**src/rtl/clk_div_prog.sv**
```systemverilog
// Programmable integer clock divider with glitch-free divisor updates at period boundaries.
// Optional macro CLK_DIV_ODD_DUTY50_EN adds a falling-edge stage for 50% duty on odd divisors.
module clk_div_prog #(
    parameter int unsigned CNT_W       = 8,
    parameter int unsigned DIV_DEFAULT = 4
) (
    input  logic             clk_in,
    input  logic             rst,
    input  logic             en,
    input  logic [CNT_W-1:0] div_val,
    input  logic             div_wr,
    output logic             clk_out,
    output logic             clk_en_pulse,
    output logic [CNT_W-1:0] div_active,
    output logic             div_pend,
    output logic             div_err
);

    localparam logic [CNT_W-1:0] DivRst = CNT_W'(DIV_DEFAULT);
    localparam logic [CNT_W-1:0] DivMin = CNT_W'(2);

    logic [CNT_W-1:0] cnt_q, cnt_d;
    logic [CNT_W-1:0] div_q, div_d;
    logic [CNT_W-1:0] pval_q, pval_d;
    logic             pend_q, pend_d;
    logic             err_q, err_d;
    logic             clk_q, clk_d;
    logic             wrap, apply, wr_ok;

    always_comb begin
        wrap   = en && (cnt_q == div_q - CNT_W'(1));
        // Stopping the divider is also a safe point to swap the divisor.
        apply  = pend_q && (wrap || !en);
        wr_ok  = div_wr && (div_val >= DivMin);

        div_d  = apply ? pval_q : div_q;
        cnt_d  = (!en || wrap) ? '0 : cnt_q + CNT_W'(1);

        pend_d = pend_q;
        pval_d = pval_q;
        if (apply) begin
            pend_d = 1'b0;
        end
        // A write in the wrap cycle waits for the following boundary.
        if (wr_ok) begin
            pend_d = 1'b1;
            pval_d = div_val;
        end

        err_d  = div_wr && !(div_val >= DivMin);
        clk_d  = en && (cnt_d >= (div_d >> 1));
    end

    always_ff @(posedge clk_in) begin
        if (rst) begin
            cnt_q  <= '0;
            div_q  <= DivRst;
            pval_q <= '0;
            pend_q <= 1'b0;
            err_q  <= 1'b0;
            clk_q  <= 1'b0;
        end else begin
            cnt_q  <= cnt_d;
            div_q  <= div_d;
            pval_q <= pval_d;
            pend_q <= pend_d;
            err_q  <= err_d;
            clk_q  <= clk_d;
        end
    end

`ifdef CLK_DIV_ODD_DUTY50_EN
    logic clk_n_q;

    // Half-cycle delayed copy trims the extra high half-period of odd divisors.
    always_ff @(negedge clk_in) begin
        if (rst) begin
            clk_n_q <= 1'b0;
        end else begin
            clk_n_q <= clk_q;
        end
    end

    assign clk_out = div_q[0] ? (clk_q & clk_n_q) : clk_q;
`else
    assign clk_out = clk_q;
`endif

    assign clk_en_pulse = wrap;
    assign div_active   = div_q;
    assign div_pend     = pend_q;
    assign div_err      = err_q;

endmodule

```
**config.mk**
```make
export PLATFORM = sky130hd
export DESIGN_NAME = clk_div_prog
export DESIGN_NICKNAME = d
export VERILOG_FILES = /design/src/rtl/clk_div_prog.sv
export SDC_FILE = /design/constraint.sdc
export NUM_CORES = 1
export LEC_CHECK = 0
export ABC_AREA = 0
export CORE_MARGIN = 1
export CORE_UTILIZATION = 59
export CTS_BUF_LIST = sky130_fd_sc_hd__clkbuf_8
export DETAILED_ROUTE_END_ITERATION = 6
export PLACE_DENSITY = 0.87
export SYNTH_ARGS = -nofsm -noshare
export SYNTH_HDL_FRONTEND = slang
export SYNTH_SLANG_ARGS = --single-unit
```
**constraint.sdc**
```tcl
create_clock -name clk_in -period 10 [get_ports clk_in]
set_clock_uncertainty 0.2 [all_clocks]
set_input_delay 3 -clock clk_in [delete_from_list [all_inputs] [get_ports clk_in]]
set_output_delay 3 -clock clk_in [all_outputs]
set_load 0.01 [all_outputs]
```
==> impl_metrics.env <==
export IMPL_seqPwrFrac_pct=54.3
export IMPL_maxSlewViolCount=0
export IMPL_crit_fanout=4
export IMPL_clock_path_buffers=2
export IMPL_clkSlewWorstSetupHoldPaths_ps=100
export IMPL_endpoint="clk_en_pulse"
export IMPL_top_usage_layer="met2"
export IMPL_p_sw_share_pct=26.25
export IMPL_setup_tns_ps=0
export IMPL_clock_fmax_mhz=133.5
export IMPL_ir_worst_vdd_mv=0.1003
export IMPL_max_slew_margin_rel_pct=48.58
export IMPL_overflow=0
export IMPL_postCtsSetupBuffers=0
export IMPL_rows=18
export IMPL_rrSetupSlack_ps=5640
export IMPL_track_usage_pct=25.96
export IMPL_n_antenna_cell=0
export IMPL_globalRouteMet3Util_pct=3.188
export IMPL_path_common_cell="clkdlybuf4s50_1"
export IMPL_start_util_pct=62.13
export IMPL_cts_resized=0
export IMPL_drt_pass1_iterations=4
export IMPL_hold_class="reg -> reg"
export IMPL_r2r_worst_path_cells=13
export IMPL_critPathKind="in -> out"
export IMPL_use_met1_pct=33.10
export IMPL_leakagePower_nw=0.6843
export IMPL_r2r_start="div_active[0]"
export IMPL_place_area_sq_mm=0.001763
export IMPL_fp_dieArea_sq_mm=0.002793
export IMPL_cts_buffers=3
export IMPL_die_w_um=52.85
export IMPL_hold_viol=0
export IMPL_synth_main_ff_cell="dfxtp_1"
export IMPL_detail_route_antenna_nets=0
export IMPL_globalplace_congestion=0.8262
export IMPL_syn_num_nets=195
export IMPL_coreArea_sq_mm=0.002455
export IMPL_drcViolationCount=0
export IMPL_syn_area_sq_mm=0.001525
export IMPL_io_buffers=23
export IMPL_synth_edf_count=0
export IMPL_grt_pass1_vias=1143
export IMPL_yosysMostFrequentCell="dfxtp_1"
export IMPL_area_growth_pct=18.79
export IMPL_synth_cell_types=31
export IMPL_drt_iter0_drc=21
export IMPL_post_route_period_util_pct=74.90
export IMPL_maxCapViolations=0
export IMPL_grt_max_degree=28
export IMPL_cpMaxStageDelayCell="clkdlybuf4s50_1"
export IMPL_synth_area_leaders="dfxtp_1 35%, mux2i_1 9.8%, ha_1 7.4%"
export IMPL_internal_power_mw=0.1559
export IMPL_ys_ff_latch=27
export IMPL_synth_common_cells="27 x dfxtp_1, 24 x nor2_1, 18 x nand2_1, 15 x mux2i_1, 15 x nand2b_1"
export IMPL_cp_data_required_time_ps=6800
export IMPL_crit_path_end_kind="primary output"
export IMPL_cts_max_level=1
export IMPL_critical_path_max_stage_delay_ps=570
export IMPL_r2r_end="clk_out"
export IMPL_grt_use_met2_pct=44.94
export IMPL_pin_count=24
export IMPL_fin_nets=217
export IMPL_clockRootBuffer="clkbuf_8"
export IMPL_power_density_mw_per_mm2=116.7
export IMPL_worstMarginPinSlew_ps=768.9
export IMPL_rsz0062_at_grt="false"
export IMPL_cts_tree="yes"
export IMPL_vias_per_cell=5.649
export IMPL_worstPathArrival_ps=4290
export IMPL_yosysWarnings=0
export IMPL_fp_dieH_um=52.85
export IMPL_insertion_delay_ps=280
export IMPL_syn_inst=174
export IMPL_switching_power_mw=0.05550
export IMPL_antenna_found_initial=0
export IMPL_period_minus_slack_ps=7490
export IMPL_yosysTopAreaCell="dfxtp_1"
export IMPL_cts_hold_buf=0
export IMPL_finalSetupViolCount=0
export IMPL_synth_top_cell_area_share_pct=35.44
export IMPL_seq_area_frac_synth_pct=35.44
export IMPL_postLayoutCellArea_sq_mm=0.001812
export IMPL_whs_ps=282.7
export IMPL_drive_gt1_share_pct=5.128
export IMPL_synthArstFlopShare_pct=0
export IMPL_p_comb_share_pct=14.9
export IMPL_drt_wl_total_mm=3.324
export IMPL_dp_hpwl_mm=2.400
export IMPL_cp_start_kind="input pin"
export IMPL_outcome="finished clean"
export IMPL_power_frac_clock_pct=30.8
export IMPL_syn_area_per_cell_sq_um=8.766
export IMPL_cts_num_sinks=27
export IMPL_grt_first_pass_wirelength_mm=5.264
export IMPL_cp_startpoint="en"
export IMPL_vias=1271
export IMPL_crit_chain="clkdlybuf4s50_1, inv_1, nor2_1, clkdlybuf4s50_1"
export IMPL_wire_per_inst_um=14.77
## critical path, delay by kind of cell
kind | cells | cell delay [ps]
simple gates | 1 | 100
buf+inv | 3 | 1190
## worst min-delay path by stage
stage               startpoint            end  slack [ps]  cells past startpoint
floorplan            pval_q[1]      pval_q[1]         250                      2
global placement     pval_q[0]  div_active[0]         260                      2
detailed placement   pval_q[7]      pval_q[7]         270                      2
CTS                  pval_q[7]      pval_q[7]         280                      2
global route         pval_q[7]      pval_q[7]         300                      2
finish               pval_q[7]      pval_q[7]         280                      2
## layout by cell type, fill, tap and decap left out, drive strengths merged, types with 6 or more instances in the layout
cell           Yosys  final
nand2             18     18
nand3              7      7
nor2              24     24
nand2b            15     15
clkdlybuf4s50      0     23
xnor2             11     11
dfxtp             27     27
a21oi              6      6
xor2               6      6
ha                 9      9
mux2i             15     15
## layer usage
| metal | up-vias | routed length [um] |
|---|---|---|
| met2 | 30 | 1676 |
| met4 | 0 | 28 |
| met1 | 602 | 1523 |
| met5 | - | 0 |
| li1 | 633 | - |
| met3 | 6 | 95 |
## registers in the layout, indices dropped and copies added (netlist names)
name and count:
clk_out 1, cnt_q 8, div_active 8, div_err 1
div_pend 1, pval_q 8
## stage by stage
stage	setup WS [ps]	total power, mW	cells	utilization [%]
2_1_floorplan	3597	0.1366	174	-
3_3_place_gp	2537	0.1466	221	71.81
3_5_place_dp	2518	0.1478	221	71.81
4_1_cts	2510	0.2104	225	73.80
5_1_grt	2438	0.2193	225	73.80
6_report	2511	0.2114	225	73.80
## cell type report
class	instances	area (sq um)
Multi-Input combinational cell	137	939.7
Fill cell	172	643.1
Sequential cell	27	540.5
Timing Repair Buffer	23	230.2
Clock buffer	3	41.29
Tap cell	30	37.54
Inverter	4	15.01
Clock inverter	1	7.507
## power groups by stage
stage                     clock [mW]  combinational, mW  sequential [mW]
after floorplan                    0             0.0199            0.117
after global placement             0             0.0296            0.117
after detailed placement           0             0.0306            0.117
after CTS                     0.0643             0.0314            0.115
after global routing          0.0694             0.0346            0.115
final                         0.0651             0.0316            0.115
## cell families after synthesis
kind of cell / Yosys count / share of synthesized area, %
DFF: 27 / 35.44
muxes: 16 / 10.58
AOI/OAI and AO/OA: 17 / 8.613
adders and majority gates: 9 / 7.383
buffers and inverters: 10 / 2.953
xor gates and xnor gates: 17 / 9.762
and+or+nand+nor: 78 / 25.27
Power figures use the tool's default switching activity.
